$ cat config.mk
export PLATFORM = sky130hd
export DESIGN_NAME = l1_bus_unit
export DESIGN_NICKNAME = d
export VERILOG_FILES = /design/src/rtl/l1_bus_unit.sv
export SDC_FILE = /design/constraint.sdc
export NUM_CORES = 1
export LEC_CHECK = 0
export CAP_MARGIN = 20
export CELL_PAD_IN_SITES_DETAIL_PLACEMENT = 1
export CELL_PAD_IN_SITES_GLOBAL_PLACEMENT = 1
export CORE_MARGIN = 4
export CORE_UTILIZATION = 37
export CTS_BUF_LIST = sky130_fd_sc_hd__clkbuf_4 sky130_fd_sc_hd__clkbuf_8
export CTS_CLUSTER_DIAMETER = 120
export DETAILED_ROUTE_END_ITERATION = 8
export PLACE_DENSITY_LB_ADDON = 0.1
export SKIP_CTS_REPAIR_TIMING = 1
export SYNTH_ARGS = -nofsm -noshare
export SYNTH_HDL_FRONTEND = slang
export SYNTH_SLANG_ARGS = --single-unit
$ cat constraint.sdc
create_clock -name clk -period 17.49 [get_ports clk]
set_input_delay 3.498 -clock clk [delete_from_list [all_inputs] [get_ports clk]]
set_output_delay 3.498 -clock clk [all_outputs]
set_load 0.05 [all_outputs]
$ cat src/rtl/l1_bus_unit.sv
// Cache-side bus interface unit: runs L1-D single and line requests as 64-bit beats on a
// req/ack memory bus and returns refill beats, completion and error pulses to the L1.
module l1_bus_unit #(
  parameter int unsigned ADDR_WIDTH = 24,
  parameter int unsigned LINE_BEATS = 2048,
  parameter int unsigned TIMEOUT    = 255
) (
  input  logic                  clk,
  input  logic                  rst,
  input  logic                  write_through_req,
  input  logic                  read_req,
  input  logic                  read_line_req,
  input  logic                  write_line_req,
  input  logic [3:0]            L1_size,
  input  logic [63:0]           pa,
  input  logic [63:0]           wt_data,
  output logic [63:0]           line_data,
  output logic [10:0]           addr_count,
  output logic                  line_write,
  output logic                  cache_entry_refill,
  output logic                  trans_rdy,
  output logic                  bus_error,
  output logic                  mem_req,
  output logic                  mem_we,
  output logic [ADDR_WIDTH-1:0] mem_addr,
  output logic [7:0]            mem_bsel,
  output logic [63:0]           mem_wdata,
  input  logic [63:0]           mem_rdata,
  input  logic                  mem_ack,
  input  logic                  mem_err
);

  localparam int unsigned OFF_BITS = $clog2(LINE_BEATS) + 3;
  localparam int unsigned BW       = $clog2(LINE_BEATS) + 1;
  localparam int unsigned TW       = (TIMEOUT > 1) ? $clog2(TIMEOUT) : 1;
  localparam int unsigned TMO_LAST = (TIMEOUT == 0) ? 0 : TIMEOUT - 1;
  localparam logic [ADDR_WIDTH-1:0] LINE_MASK = {ADDR_WIDTH{1'b1}} << OFF_BITS;

  typedef enum logic [2:0] {
    StIdle, StSrd, StSwr, StLrd, StLwrFetch, StLwrBeat, StErr
  } state_e;

  state_e                state_q, state_d;
  logic [BW-1:0]         beat_q, beat_d;
  logic [TW-1:0]         tmo_q, tmo_d;
  logic [ADDR_WIDTH-1:0] base_q, base_d;
  logic [63:0]           line_data_d, mem_wdata_d;
  logic [10:0]           addr_count_d;
  logic                  line_write_d, refill_d, trans_rdy_d, bus_error_d;
  logic                  mem_req_d, mem_we_d;
  logic [ADDR_WIDTH-1:0] mem_addr_d;
  logic [7:0]            mem_bsel_d;

  logic [7:0]            size_mask;
  logic [3:0]            size_bytes;
  logic                  size_ok;
  logic [7:0]            single_bsel;
  logic                  timed_out, resp_ok, resp_fail;
  logic                  unused_pa;

  assign unused_pa = ^pa[63:ADDR_WIDTH];

  always_comb begin
    size_mask  = 8'h00;
    size_bytes = 4'd0;
    case (L1_size)
      4'b0001: begin size_mask = 8'h01; size_bytes = 4'd1; end
      4'b0010: begin size_mask = 8'h03; size_bytes = 4'd2; end
      4'b0100: begin size_mask = 8'h0F; size_bytes = 4'd4; end
      4'b1000: begin size_mask = 8'hFF; size_bytes = 4'd8; end
      default: ;
    endcase
    // The access must fit inside the addressed 8-byte word.
    size_ok     = (size_bytes != 4'd0) && (({1'b0, pa[2:0]} + size_bytes) <= 4'd8);
    single_bsel = size_mask << pa[2:0];
  end

  assign timed_out = (TIMEOUT != 0) && (tmo_q == TW'(TMO_LAST)) && !mem_ack;
  assign resp_ok   = mem_req && mem_ack && !mem_err;
  assign resp_fail = mem_req && (mem_err || timed_out);

  always_comb begin
    state_d      = state_q;
    beat_d       = beat_q;
    base_d       = base_q;
    tmo_d        = mem_req ? tmo_q + TW'(1) : '0;
    line_data_d  = line_data;
    addr_count_d = addr_count;
    mem_req_d    = mem_req;
    mem_we_d     = mem_we;
    mem_addr_d   = mem_addr;
    mem_bsel_d   = mem_bsel;
    mem_wdata_d  = mem_wdata;
    line_write_d = 1'b0;
    refill_d     = 1'b0;
    trans_rdy_d  = 1'b0;
    bus_error_d  = 1'b0;

    case (state_q)
      StIdle: begin
        if (write_line_req || read_line_req || read_req || write_through_req) begin
          addr_count_d = '0;
          beat_d       = '0;
          base_d       = pa[ADDR_WIDTH-1:0] & LINE_MASK;
          if (write_line_req) begin
            state_d    = StLwrFetch;
            mem_we_d   = 1'b1;
            mem_bsel_d = 8'hFF;
          end else if (read_line_req) begin
            state_d    = StLrd;
            mem_req_d  = 1'b1;
            mem_we_d   = 1'b0;
            mem_addr_d = pa[ADDR_WIDTH-1:0] & LINE_MASK;
            mem_bsel_d = 8'hFF;
          end else if (!size_ok) begin
            state_d     = StErr;
            bus_error_d = 1'b1;
          end else begin
            state_d    = read_req ? StSrd : StSwr;
            mem_req_d  = 1'b1;
            mem_we_d   = !read_req;
            mem_addr_d = {pa[ADDR_WIDTH-1:3], 3'b000};
            mem_bsel_d = single_bsel;
            if (!read_req) mem_wdata_d = wt_data;
          end
        end
      end
      StSrd: begin
        if (resp_ok) begin
          line_data_d = mem_rdata;
          trans_rdy_d = 1'b1;
          mem_req_d   = 1'b0;
          state_d     = StIdle;
        end
      end
      StSwr: begin
        if (resp_ok) begin
          trans_rdy_d = 1'b1;
          mem_req_d   = 1'b0;
          state_d     = StIdle;
        end
      end
      StLrd: begin
        if (mem_req) begin
          if (resp_ok) begin
            line_data_d  = mem_rdata;
            line_write_d = 1'b1;
            addr_count_d = 11'(beat_q);
            beat_d       = beat_q + BW'(1);
            mem_req_d    = 1'b0;
          end
        end else if (beat_q == BW'(LINE_BEATS)) begin
          refill_d    = 1'b1;
          trans_rdy_d = 1'b1;
          state_d     = StIdle;
        end else begin
          mem_req_d  = 1'b1;
          mem_addr_d = base_q + ADDR_WIDTH'({beat_q, 3'b000});
        end
      end
      // One cycle of addr_count before the beat covers the L1 SRAM read latency.
      StLwrFetch: state_d = StLwrBeat;
      StLwrBeat: begin
        if (!mem_req) begin
          mem_req_d   = 1'b1;
          mem_wdata_d = wt_data;
          mem_addr_d  = base_q + ADDR_WIDTH'({beat_q, 3'b000});
        end else if (resp_ok) begin
          mem_req_d = 1'b0;
          if (beat_q == BW'(LINE_BEATS - 1)) begin
            trans_rdy_d = 1'b1;
            state_d     = StIdle;
          end else begin
            beat_d       = beat_q + BW'(1);
            addr_count_d = addr_count + 11'd1;
            state_d      = StLwrFetch;
          end
        end
      end
      StErr:   state_d = StIdle;
      default: state_d = StIdle;
    endcase

    if (state_q != StIdle && resp_fail) begin
      state_d      = StErr;
      mem_req_d    = 1'b0;
      bus_error_d  = 1'b1;
      line_write_d = 1'b0;
      trans_rdy_d  = 1'b0;
      refill_d     = 1'b0;
    end
  end

  always_ff @(posedge clk or posedge rst) begin
    if (rst) begin
      state_q            <= StIdle;
      beat_q             <= '0;
      tmo_q              <= '0;
      base_q             <= '0;
      line_data          <= '0;
      addr_count         <= '0;
      line_write         <= 1'b0;
      cache_entry_refill <= 1'b0;
      trans_rdy          <= 1'b0;
      bus_error          <= 1'b0;
      mem_req            <= 1'b0;
      mem_we             <= 1'b0;
      mem_addr           <= '0;
      mem_bsel           <= '0;
      mem_wdata          <= '0;
    end else begin
      state_q            <= state_d;
      beat_q             <= beat_d;
      tmo_q              <= tmo_d;
      base_q             <= base_d;
      line_data          <= line_data_d;
      addr_count         <= addr_count_d;
      line_write         <= line_write_d;
      cache_entry_refill <= refill_d;
      trans_rdy          <= trans_rdy_d;
      bus_error          <= bus_error_d;
      mem_req            <= mem_req_d;
      mem_we             <= mem_we_d;
      mem_addr           <= mem_addr_d;
      mem_bsel           <= mem_bsel_d;
      mem_wdata          <= mem_wdata_d;
    end
  end

endmodule
==> summary.md, run 1 <==
| Metric | Value |
|---|---|
| # rows | 58 |
| Synth Cell Area | 9500 um^2 |
| Leading area contributor after synthesis | dfrtp_1 |
| Worst path max stage delay | 0.86 ns |
| Hold Startpoint | base_q[14] |
| Final setup vio count | 0 |
| Worst hold path stage count | 2 |
| Hold Path End | base_q[14] |
| Via count | between 7000 and 8000 |
| Switching share of power | 46.8% |
| Placed cell areas | about 13000 um^2 |
| Internal power | 1520 uW |
| Cells on worst reg2reg path | 7 |
| Comb pwr share | 54.4% |
| Worst ir drop on vdd | between 0.0001 and 0.00015 V |
| Initial antenna violation count | 3 |
| Final setup TNS | 0 ns |
| Async SR Flop Fraction | 100% |
| Yosys top cell area share | 54.6% |
| Largest cells by area after synthesis | dfrtp_1 (55%), mux2_2 (15%), nand2_1 (3.0%) |
| CP Cell Sequence | clkdlybuf4s50_1, nor4b_1, ha_1, xnor2_1, nor3b_1, nor3_4, o32ai_4, buf_4, mux2_2 |
| Post-Route WL | 30700 um |
| Library cells used by synthesis | 69 |
| Die Height | 168 um |
| Antenna cells | 0 |
| Final instance area | 13900 um^2 |
| Port bufs | 337 |
| WL/cell | 20.5 um |
| Number of flops mapped to enable cells by yosys | 0 |
| Max cap viols | 0 |
| Die Width | 168 um |
| WS Path Type | input port to register |
| FF-to-FF setup slack | between 10 and 15 ns |
| Largest net degree at the start of global routing | 147 |
| Residual DRC count | 0 |
| Die ar. | 28300 um^2 |
| Most frequent cells in the layout | clkdlybuf4s50_1 (337), dfrtp_1 (207), mux2_2 (128), nand2_1 (76), clkbuf_8 (45) |
| CTS tree | yes |
| Leakage | slightly below 0.006 uW |
| Switching pwr | 1330 uW |
| Root Driver | clkbuf_8 |
| WP data arrival | 7.70 ns |
| HPWL Detailed | 22100 um |
| Status | finished, final reports clean |
| Crit path max fanout | 64 |
| FF-to-FF Start | state_q[0] |
| CTS Buffer Depth | 3 |
| Pwr dens | 205 nW/um^2 |
| Drt pass-1 iters | 4 |
| Slowest CP cell | nor4b_1 |
| Initial core utilization | 37.7% |
| First-pass GRT wire length | a little under 50000 um |
| Layout Skew | roughly 0.019 ns |
| R2R Path End | mem_wdata[24] |
| Fmax | 137 MHz |
| Critical Path Sink Type | register |
| Register share of total power | 28.6% |
| Gate count of the mapped netlist | 803 |
| Vias in the first global route | roughly 8400 |
| Clock-pin transition on the worst setup and hold timing paths | ~0.060 ns |
| CP startpoint kind | input port |
| Unrepaired setup endpoints after global routing | false |
| Total GRT Usage | 21.5% |
| 1st-iter DRT viols | about 340 |
| Fin nets | 1356 |
| Growth of design area from synthesis to finish | 46.7% |
| Flops & latches, synth | around 210 |
| H-tree depth | 2 |
| Gpl congestion | 0.770 |
| Min cycle time layout | 7.30 ns |
| Final ANT Viol Nets | 0 |
| Io pins | around 380 |
| Core Region | about 25000 um^2 |
| Warnings from Yosys | 0 |
| Ratio of cells with drive above 1 in the final layout | approximately a fifth |
| Final count of hold timing violations | 0 |
| Vias per inst | 5.09 |
| Cts bufs inserted | 40 |
| Final worst path period share | 41.8% |
| Clock Sinks | 207 |
| Post-layout util | 55.3% |
| Skew-Pair Late Insertion Delay | 0.52 ns |
| Syn_area_per_cell | 11.8 um^2 |
| Worst Max-Slew Pin Slew | about 1.0 ns |
| Grt ovf | 0 |
| Total Power | around 2900 uW |
| HP Class | register to register |
| Most common cell after layout, fill and taps aside | clkdlybuf4s50_1 |
| Ys flop type | dfrtp_1 |
| CP required | between 15 and 20 ns |
| Relative slew slack | 32.9% |
| Clock network power share | 17.0% |
| Max Slew Vio Count | 0 |
| Share of the yosys chip area belonging to registers | 54.6% |
==> cell usage after synthesis (7+ instances only) <==
cell and number:
nor2b_1 8, clkbuf_1 32, ha_1 10, xor2_1 7
a32oi_1 7, mux2_2 128, xnor2_1 13, dfrtp_1 207
and3_1 8, mux2_1 22, and2_1 10, a31oi_1 8
nor2_1 29, inv_1 23, a21oi_1 18, nand4_1 7
o21ai_0 43, nand3_1 37, nand2_1 76
==> metal layers <==
metal	track usage [%]	vias up	part of all wire [%]
li1	-	3521	-
met1	25.4	3828	38
met2	36.6	223	50
met3	8.97	51	9.3
met4	5.15	6	2.1
met5	0	-	0.14
==> worst max-delay path, delay by kind of cell <==
family          cells  cell delay [ns]
compound gates      1             0.27
simple gates        3             1.53
buf+inv             2             1.33
xor+xnor            1             0.14
mux                 1             0.42
fa+ha+maj           1             0.42
==> worst max-delay path by stage <==
stage                     startpoint       endpoint  slack [ns]  depth (start not counted)
after CTS                 L1_size[1]  mem_wdata[16]       10.22                          9
after global placement    L1_size[1]  mem_wdata[41]        9.68                          9
after global routing      L1_size[1]  mem_wdata[24]        9.98                          9
after floorplan                  rst  addr_count[0]        8.34                          1
after detailed placement  L1_size[1]  mem_wdata[16]        9.65                          9
final                     L1_size[1]  mem_wdata[24]       10.19                          9
==> kinds of logic (layout without fill, tap and decap cells) <==
kind of cell,after synthesis,after routing,synth area share (%)
AO/OA/AOI/OAI,122,122,8.88
multiplexers,152,152,18.0
buffers and inverters,74,437,3.64
other,1,3,0.0395
flip-flops,207,207,54.6
XOR/XNOR,20,20,1.84
AND/OR/NAND/NOR,216,216,11.5
adder cells (fa/ha/maj),11,11,1.53
==> area by class of cell <==
type                            count  area [um^2]
Fill cell                        2622        11200
Sequential cell                   207         5180
Multi-Input combinational cell    524         4000
Timing Repair Buffer              345         3450
Clock buffer                       67          785
Tap cell                          330          413
Inverter                           23         93.8
Clock inverter                      2         13.8
==> registers in the layout, indices dropped and copies added (netlist names), 3 cells and up <==
register	flops
line_data	64
mem_wdata	64
mem_addr	21
beat_q	12
addr_count	11
base_q	10
mem_bsel	8
tmo_q	8
state_q	3
==> power groups by stage <==
stage	Combinational, uW	Clock (uW)	Sequential [uW]
2_1_floorplan	391	0	1430
3_3_place_gp	1550	0	811
3_5_place_dp	1560	0	824
4_1_cts	1570	503	820
5_1_grt	1630	529	851
6_report	1550	485	817
==> per-stage QoR <==
step | setup slack (ns) | hold slack, ns | instances
CTS | 10.22 | 0.487 | 1497
finish | 10.19 | 0.483 | 1498
detailed placement | 9.65 | 0.472 | 1428
global route | 9.98 | 0.508 | 1498
global placement | 9.68 | 0.466 | 1428
floorplan | 8.34 | 0.450 | 805
No activity file was read; power rests on OpenSTA's default activity.
==> run 2, diff against run 1 <==
--- a/config.mk
+++ b/config.mk
@@ -9,7 +9,7 @@
 export CELL_PAD_IN_SITES_DETAIL_PLACEMENT = 1
 export CELL_PAD_IN_SITES_GLOBAL_PLACEMENT = 1
 export CORE_MARGIN = 4
-export CORE_UTILIZATION = 37
+export CORE_UTILIZATION = 31
 export CTS_BUF_LIST = sky130_fd_sc_hd__clkbuf_4 sky130_fd_sc_hd__clkbuf_8
 export CTS_CLUSTER_DIAMETER = 120
 export DETAILED_ROUTE_END_ITERATION = 8
==> constraint.sdc (replaced) <==
create_clock -name clk -period 6.3 [get_ports clk]
set_input_delay 1.26 -clock clk [delete_from_list [all_inputs] [get_ports clk]]
set_output_delay 1.26 -clock clk [all_outputs]
set_load 0.05 [all_outputs]
==> run 2 against run 1 <==
  * Non-clock buffer count grew 3
  * Register-to-register slack worse by 11 ns
  * Clock skew is 0.0033 ns lower
  * Cell area is 1.0% higher
  * Routed wire length is 2.0% higher
  * Sequential share of layout area decreased by 0.38 points
  * First-iteration DRC count down 17%
  * Global-route usage down 3.2 points
  * Clock-buffer cell count is the same
  * Hold slack lost 0.0023 ns
  * Critical path type unchanged
  * Critical endpoint is now mem_wdata[41]
==> summary.md, run 2 (synthesized netlist as in run 1, its figures left out) <==
| Metric | Value |
|---|---|
| Slowest CP cell | clkdlybuf4s50_1 |
| Total GRT Usage | 18.3% (-3.2 points) |
| Critical Path Sink Type | register |
| Leakage | 0.00583 uW (+0.43%) |
| Max cap viols | 0 (unchanged) |
| Growth of design area from synthesis to finish | 48.3% |
| Filler Cells Inserted | 3197 (+22%) |
| WL/cell | 20.0 um (-2.3%) |
| Top Registers | line_data: 64 flops, mem_wdata: 64 flops, mem_addr: 21 flops |
| Cts bufs inserted | 41 (+2.5%) |
| Final ANT Viol Nets | 0 (unchanged) |
| Post-Route WL | 31300 um (+2.0%) |
| Largest net degree at the start of global routing | 151 (+2.7%) |
| Unrepaired setup endpoints after global routing | false |
| # rows | 63 (+8.6%) |
| Clock Sinks | 207 (unchanged) |
| Crit path max-delay family | simple AND/OR/NAND/NOR gates |
| Final WS setup | 1.48 ns (-8.71 ns) |
| CP startpoint kind | input port |
| CTS tree | yes |
| Residual DRC count | 0 (unchanged) |
| Final setup vio count | 0 (unchanged) |
| Via count | 7684 (+0.72%) |
| Vias per inst | 4.91 (-3.6%) |
| WS Path Type | input port to register |
| Initial antenna violation count | 2 (-1) |
| HPWL Detailed | 23000 um (+3.9%) |
| Die Width | 183 um (+8.8%) |
| Final count of hold timing violations | 0 (unchanged) |
| Crit path max fanout | 52 (-19%) |
| H-tree depth | 2 (unchanged) |
| Ratio of cells with drive above 1 in the final layout | 19.1% (+0.35 points) |
| Pwr dens | 564 nW/um^2 (+180%) |
| Vias in the first global route | 8515 (+1.6%) |
| Relative slew slack | 33.6% (+0.67 points) |
| Place WS | 0.852 ns (-8.80 ns) |
| Worst path max stage delay | 0.67 ns (-0.19 ns) |
| Initial core utilization | 31.7% (-6.0 points) |
| Worst ir drop on vdd | 0.000325 V (+180%) |
| Layout Skew | 0.0154 ns (-0.00335 ns) |
| Io pins | 381 (unchanged) |
| First-pass GRT wire length | 48800 um (+0.63%) |
| Skew-Pair Late Insertion Delay | 0.53 ns (about the same) |
| Drt pass-1 iters | 4 (unchanged) |
| Buffer and inverter count on the worst path | 3 (+1) |
| Die Height | 183 um (+8.8%) |
| Worst Max-Slew Pin Slew | 0.997 ns (-0.00998 ns) |
| HP Class | register to register |
| Die ar. | 33500 um^2 (+18%) |
| Most common cell after layout, fill and taps aside | clkdlybuf4s50_1 |
| Fin nets | 1360 (+0.29%) |
| Min cycle time layout | 4.82 ns |
| WP data arrival | 5.24 ns (-2.46 ns) |
| Root Driver | clkbuf_8 |
| Clock-pin transition on the worst setup and hold timing paths | 0.06 ns (about the same) |
| Final setup TNS | 0 ns (unchanged) |
| Status | finished, final reports clean |
| CP required | 6.72 ns (-11.17 ns) |
| FF-to-FF setup slack | 3.15 ns (-11.10 ns) |
| CP Cell Sequence | clkdlybuf4s50_1, nor4b_2, ha_1, inv_1, fa_1, xnor2_1, nor3b_1, nor3_4, o32ai_4, buf_12, mux2_2 |
| Gpl congestion | 0.761 (-1.3%) |
| CTS Buffer Depth | 3 (unchanged) |
| 1st-iter DRT viols | 285 (-17%) |
| Max Slew Vio Count | 0 (unchanged) |
| Most frequent cells in the layout | clkdlybuf4s50_1 (337), dfrtp_1 (207), mux2_2 (128), nand2_1 (76), clkbuf_8 (49) |
| Fmax | 207 MHz |
| Final worst path period share | 76.5% |
| Grt ovf | 0 (unchanged) |
| Core Region | 30000 um^2 (+19%) |
| Port bufs | 337 (unchanged) |
==> run 2: metrics by stage <==
step / std cells / power (uW) / utilization (%) / cell area [um^2] / hold slack, ns
floorplan: 805 / 5060 / - / 9510 / 0.450
global placement: 1492 / 6580 / 44.2 / 13200 / 0.466
detailed placement: 1492 / 6640 / 44.2 / 13200 / 0.477
CTS: 1563 / 8090 / 47.0 / 14100 / 0.489
global route: 1563 / 8390 / 47.0 / 14100 / 0.511
finish: 1565 / 7940 / 47.0 / 14100 / 0.481
==> run 2: worst paths after layout <==
| kind | from | endpoint | depth (start not counted) |
|---|---|---|---|
| max in group asynchronous | rst | mem_bsel[1] | 3 |
| min in group asynchronous | rst | mem_wdata[50] | 3 |
| min reg2reg | mem_wdata[4] | mem_wdata[4] | 1 |
| min | mem_wdata[4] | mem_wdata[4] | 1 |
| max reg2reg | mem_req | line_data[54] | 5 |
| max | L1_size[1] | mem_wdata[41] | 11 |
==> run 2: metal layers <==
metal / GRT usage, % / part of all wire, %
met1: 21.1 / 38
met5: 0 / 0.054
met3: 7.74 / 9.0
met4: 5.07 / 2.5
met2: 31.4 / 50
==> run 2: layout make-up <==
cell class,instances,area [um^2],share of cell area (%)
Inverter,23,90.1,0.640
Antenna cell,2,5.00,0.0355
Tap cell,390,488,3.47
Sequential cell,207,5180,36.8
Clock inverter,4,30.0,0.213
Multi-Input combinational cell,524,4000,28.4
Clock buffer,67,810,5.75
Timing Repair Buffer,348,3480,24.7
==> run 2: where the power goes <==
group | internal [uW] | switching [uW]
clock network | 809 | 577
logic | 1550 | 2750
registers | 1900 | 361
